[config.mk]
export PLATFORM = sky130hd
export DESIGN_NAME = micro_seq
export DESIGN_NICKNAME = d
export VERILOG_FILES = /design/src/rtl/micro_seq.sv
export SDC_FILE = /design/constraint.sdc
export NUM_CORES = 1
export LEC_CHECK = 0
export CAP_MARGIN = 25
export CORE_UTILIZATION = 27
export DETAILED_ROUTE_END_ITERATION = 10
export DONT_BUFFER_PORTS = 1
export PLACE_DENSITY = 0.5
export RECOVER_POWER = 50
export SETUP_SLACK_MARGIN = 0.3
export SYNTH_ARGS = -nofsm -noshare
export SYNTH_HDL_FRONTEND = slang
export SYNTH_SLANG_ARGS = --single-unit
[constraint.sdc]
create_clock -name CLK -period 3.8 [get_ports CLK]
set_input_delay 0.76 -clock CLK [delete_from_list [all_inputs] [get_ports CLK]]
set_output_delay 0.76 -clock CLK [all_outputs]
set_load 0.01 [all_outputs]
[src/rtl/micro_seq.sv]
// Microprogram sequencer: owns the control address register and a small
// return stack, selecting the next control-store address every cycle.
module micro_seq #(
   parameter int unsigned AW       = 8,
   parameter int unsigned MAP_BASE = 'h40,
   parameter int unsigned DEPTH    = 4
) (
   input  logic                    CLK,
   input  logic                    RST,
   input  logic [2:0]              NA_SEL,
   input  logic [2:0]              CS,
   input  logic                    POL,
   input  logic [AW-1:0]           BR_ADDR,
   input  logic [3:0]              OPCODE,
   input  logic [7:0]              COND,
   input  logic                    STALL,
   output logic [AW-1:0]           CAR,
   output logic                    HALTED,
   output logic                    STK_ERR,
   output logic [$clog2(DEPTH):0]  SP
);

   localparam int unsigned IW = $clog2(DEPTH);
   localparam int unsigned SW = IW + 1;

   typedef enum logic [2:0] {
      OP_NEXT  = 3'd0,
      OP_JMP   = 3'd1,
      OP_BR    = 3'd2,
      OP_MAP   = 3'd3,
      OP_CALL  = 3'd4,
      OP_RET   = 3'd5,
      OP_HALT  = 3'd6,
      OP_FETCH = 3'd7
   } na_op_e;

   na_op_e        op;
   logic          t;
   logic [AW-1:0] inc;
   logic [AW-1:0] map_addr;
   logic          full;
   logic          empty;
   logic          push;
   logic [IW-1:0] push_idx;
   logic [IW-1:0] pop_idx;
   logic [AW-1:0] stack [DEPTH];

   // Next-address candidates and stack bookkeeping
   always_comb begin
      op       = na_op_e'(NA_SEL);
      t        = COND[CS] ^ POL;
      inc      = CAR + AW'(1);
      map_addr = AW'(32'(MAP_BASE) + 32'({OPCODE, 2'b00}));
      full     = (SP == SW'(DEPTH));
      empty    = (SP == '0);
      push_idx = IW'(SP);
      pop_idx  = IW'(SP - SW'(1));
      push     = RST && !HALTED && !STALL && (op == OP_CALL) && t && !full;
   end

   // Return stack storage; contents need no reset
   always_ff @(posedge CLK) begin
      if (push) stack[push_idx] <= inc;
   end

   // Control address register, stack pointer and sticky flags
   always_ff @(posedge CLK) begin
      if (!RST) begin
         CAR     <= '0;
         SP      <= '0;
         HALTED  <= 1'b0;
         STK_ERR <= 1'b0;
      end else if (HALTED || STALL) begin
         CAR     <= CAR;
      end else begin
         case (op)
            OP_NEXT: CAR <= inc;
            OP_JMP:  CAR <= BR_ADDR;
            OP_BR:   CAR <= t ? BR_ADDR : inc;
            OP_MAP:  CAR <= map_addr;
            OP_CALL: begin
               if (t && !full) begin
                  CAR <= BR_ADDR;
                  SP  <= SP + SW'(1);
               end else begin
                  CAR <= inc;
                  if (t) STK_ERR <= 1'b1;
               end
            end
            OP_RET: begin
               if (!empty) begin
                  CAR <= stack[pop_idx];
                  SP  <= SP - SW'(1);
               end else begin
                  CAR     <= '0;
                  STK_ERR <= 1'b1;
               end
            end
            OP_HALT: HALTED <= 1'b1;
            OP_FETCH: begin
               CAR <= '0;
               SP  <= '0;
            end
            default: CAR <= inc;
         endcase
      end
   end

endmodule

==> flow_summary_export.csv <==
group,metric,value,unit
outcome,outcome,"finished clean",
critical_path,reg2reg_slack,1.31,ns
critical_path,startpoint,"SP[0]$_SDFFE_PN0P_",
critical_path,critPathMostFrequentCell,"ha_1",
sta,rsz0062_at_grt,"no",
sta,worst_pin_slew,0.8624,ns
final_layout,area_delta_synth_final,7.749,%
drt,drc,0,
die,die_h,96.08,um
final_layout,antenna_cells,0,
final_layout,finalNetCount,229,
critical_path,crit_fanout,13,
critical_path,cp-end-kind,"flop",
synthesis,synth-edff-count,32,
critical_path,cp.required,3.74,ns
grt,grt_overflow_total,0,
clock_network,clock_path_buffers,2,
critical_path,cp_slowest_stage_delay,0.47,ns
drt,drt_wl_total,5.863,mm
run,drv_cap,0,
power,ir_drop,0.1131,mV
grt,grt_max_degree,16,
clock_network,hold_buffers,0,
clock_network,cts.clk_slew.worst_paths,0.10,ns
die,start_util,0.2851,
critical_path,r2r-end,"stack[0][0]$_DFFE_PP_",
die,die-area,9231,sq um
clock_network,cts_tree,"built",
die,core,8382,sq um
sta,layout_setup_ws,1.312,ns
drt,drt-initial-drc-count,85,
sta,finalSetupViolations,0,
placed_design,post-place-ws,1.229,ns
synthesis,ys_types,47,
synthesis,syn_area,2390,sq um
sta,drv_slew,0,
critical_path,crit_chain,"buf_4 > inv_1 > ha_1 > ha_1 > nor2_1 > nand4_1 > a21oi_1 > and2_1",
grt,grt_pass1_vias,1674,
power,leakage,0.8706,nW
placed_design,io_buffer_count,0,
die,pin_count,43,
synthesis,postSynthAreaPerCell,12.71,sq um
clock_network,numCtsBuffers,5,
placed_design,dpl.cell_count,290,
critical_path,start_kind,"flop",
clock_network,cts_sinks,45,
sta,relSlewSlack,0.4206,
sta,post-route-period-util,0.6547,
clock_network,cts_root_buf,"clkbuf_8",
critical_path,cp.arrival,2.43,ns
synthesis,synth-seq-cells,45,
critical_path,slowest_stage,"and2_1",
critical_path,r2r_start,"SP[0]$_SDFFE_PN0P_",
drt,drtPass1Iterations,4,
sta,finalHoldViolations,0,
sta,period_needed,2.488,ns
sta,skew,0.01520,ns
critical_path,critPathCapture,"stack[0][0]$_DFFE_PP_",
grt,grt_antenna_before_repair,0,
critical_path,worst-setup-path-type,"reg2reg",
die,placementRows,33,
final_layout,drive_gt1_frac,0.1295,
synthesis,seq_area_frac_synth,0.5110,
critical_path,rr_worst_depth,8,
clock_network,cts_setup_buffers,0,
critical_path,timing.critical_path.buf_inv,2,
die,dieWidth,96.08,um
final_layout,final_cell_mix,"edfxtp_1 (32), dfxtp_1 (13), nand3_1 (12)",
synthesis,synth_nets,225,
drt,viasPerCell,5.356,
clock_network,ctsResizeCount,0,
clock_network,ctsHtreeMaxLevel,2,
synthesis,ys_warn_count,0,
placed_design,gp_congestion,0.7731,
synthesis,async_flop_share,0,
grt,grt_use_total,0.1386,
critical_path,cp_top_family,"simple AND/OR/NAND/NOR gates",
critical_path,crit_cells,8,
grt,grt_pass1_wl,8.990,mm
final_layout,nFillCells,832,
placed_design,dp_hpwl,4.164,mm
drt,wire_per_inst,19.67,um
synthesis,syn_inst,188,
final_layout,mostFrequentLayoutCell,"edfxtp_1",
clock_network,worstSkewPairLatency,0.31,ns
power,powerDensity,381.8,nW/um^2
sta,max_freq,402.0,MHz
final_layout,layout.cells.non_filler,298,
synthesis,synthFlopType,"edfxtp_1",
drt,num_vias,1596,
min_path,hp-class,"reg2reg",
sta,fin_setup_tns,0,ns
drt,detail-route-antenna-nets,0,
-- final cells by class --
class / instances / area [sq um] / share of cell area
Multi-Input combinational cell: 129 / 1082 / 0.4203
Inverter: 8 / 30.03 / 0.01166
Clock inverter: 3 / 21.27 / 0.008260
Tap cell: 105 / 131.4 / 0.05102
Sequential cell: 45 / 1221 / 0.4742
Timing Repair Buffer: 3 / 20.02 / 0.007775
Clock buffer: 5 / 68.82 / 0.02672
-- flip-flops by register name (all words and copies together), names as in the netlist --
register and count:
stack 32, CAR 8, SP 3, HALTED 1, STK_ERR 1
-- worst reg2reg max path, stage by stage (launching register included) --
cell     delay [ns]
dfxtp_1        0.31
buf_4          0.25
inv_1          0.13
ha_1           0.24
ha_1           0.22
nor2_1         0.16
nand4_1        0.11
a21oi_1        0.23
and2_1         0.47
-- per-stage QoR --
stage | power [W] | instance area [sq um] | utilization | hold WS, ns
2_1_floorplan | 0.0006666 | 2390 | - | 0.5095
3_3_place_gp | 0.0006933 | 2472 | 0.2950 | 0.5305
3_5_place_dp | 0.0006935 | 2485 | 0.2965 | 0.5428
4_1_cts | 0.0009922 | 2575 | 0.3072 | 0.5620
5_1_grt | 0.001026 | 2575 | 0.3072 | 0.5663
6_report | 0.0009830 | 2575 | 0.3072 | 0.5599
-- worst min path at each step --
stage	from	end	slack, ns	cells past startpoint
finish	STK_ERR$_SDFFE_PN0P_	STK_ERR$_SDFFE_PN0P_	0.56	1
floorplan	STK_ERR$_SDFFE_PN0P_	STK_ERR$_SDFFE_PN0P_	0.51	1
global placement	STK_ERR$_SDFFE_PN0P_	STK_ERR$_SDFFE_PN0P_	0.53	1
detailed placement	STK_ERR$_SDFFE_PN0P_	STK_ERR$_SDFFE_PN0P_	0.54	1
CTS	RST	STK_ERR$_SDFFE_PN0P_	0.56	1
global route	RST	STK_ERR$_SDFFE_PN0P_	0.57	1
-- cell families (layout without fill, tap and decap cells) --
kind of cell               Yosys count  count (layout)  synth area share
xor gates and xnor gates             6               6           0.02199
and+or+nand+nor                     46              46            0.1058
AOI/OAI and AO/OA                   58              58            0.1864
muxes                               12              12            0.1021
adders and majority gates            7               7           0.03665
buffers and inverters               14              19           0.03613
DFF                                 45              45            0.5110
-- where the power goes --
part,internal (W),switching (W),leakage [nW]
sequential,0.000540,0.0000188,0.398
clock,0.000131,0.000171,0.0445
combinational,0.0000510,0.0000717,0.429
-- cell usage after synthesis, types with 2 or more instances --
cell type	number	area share
a211oi_1	2	0.0063
mux2i_1	3	0.013
nor3_1	4	0.0084
a31oi_1	9	0.024
nand3_1	12	0.025
o21ai_0	10	0.021
xor2_1	3	0.011
clkbuf_1	2	0.0031
o21ai_1	3	0.0063
edfxtp_1	32	0.40
a221oi_1	5	0.018
a21boi_1	2	0.0063
and2_1	4	0.010
nand2_1	9	0.014
dfxtp_1	13	0.11
a21oi_1	8	0.017
xnor2_1	3	0.011
inv_1	8	0.013
o31ai_1	8	0.025
mux4_1	5	0.055
ha_1	7	0.037
clkbuf_8	2	0.012
nor2_1	8	0.013
mux4_2	3	0.028
-- per-layer routing --
layer  global-route usage  part of all wire
met5                    0                 0
met4              0.05100             0.015
met3              0.05924              0.10
met1               0.1508              0.39
met2               0.2388              0.50
Note: power is estimated with default switching activity, not from simulation.
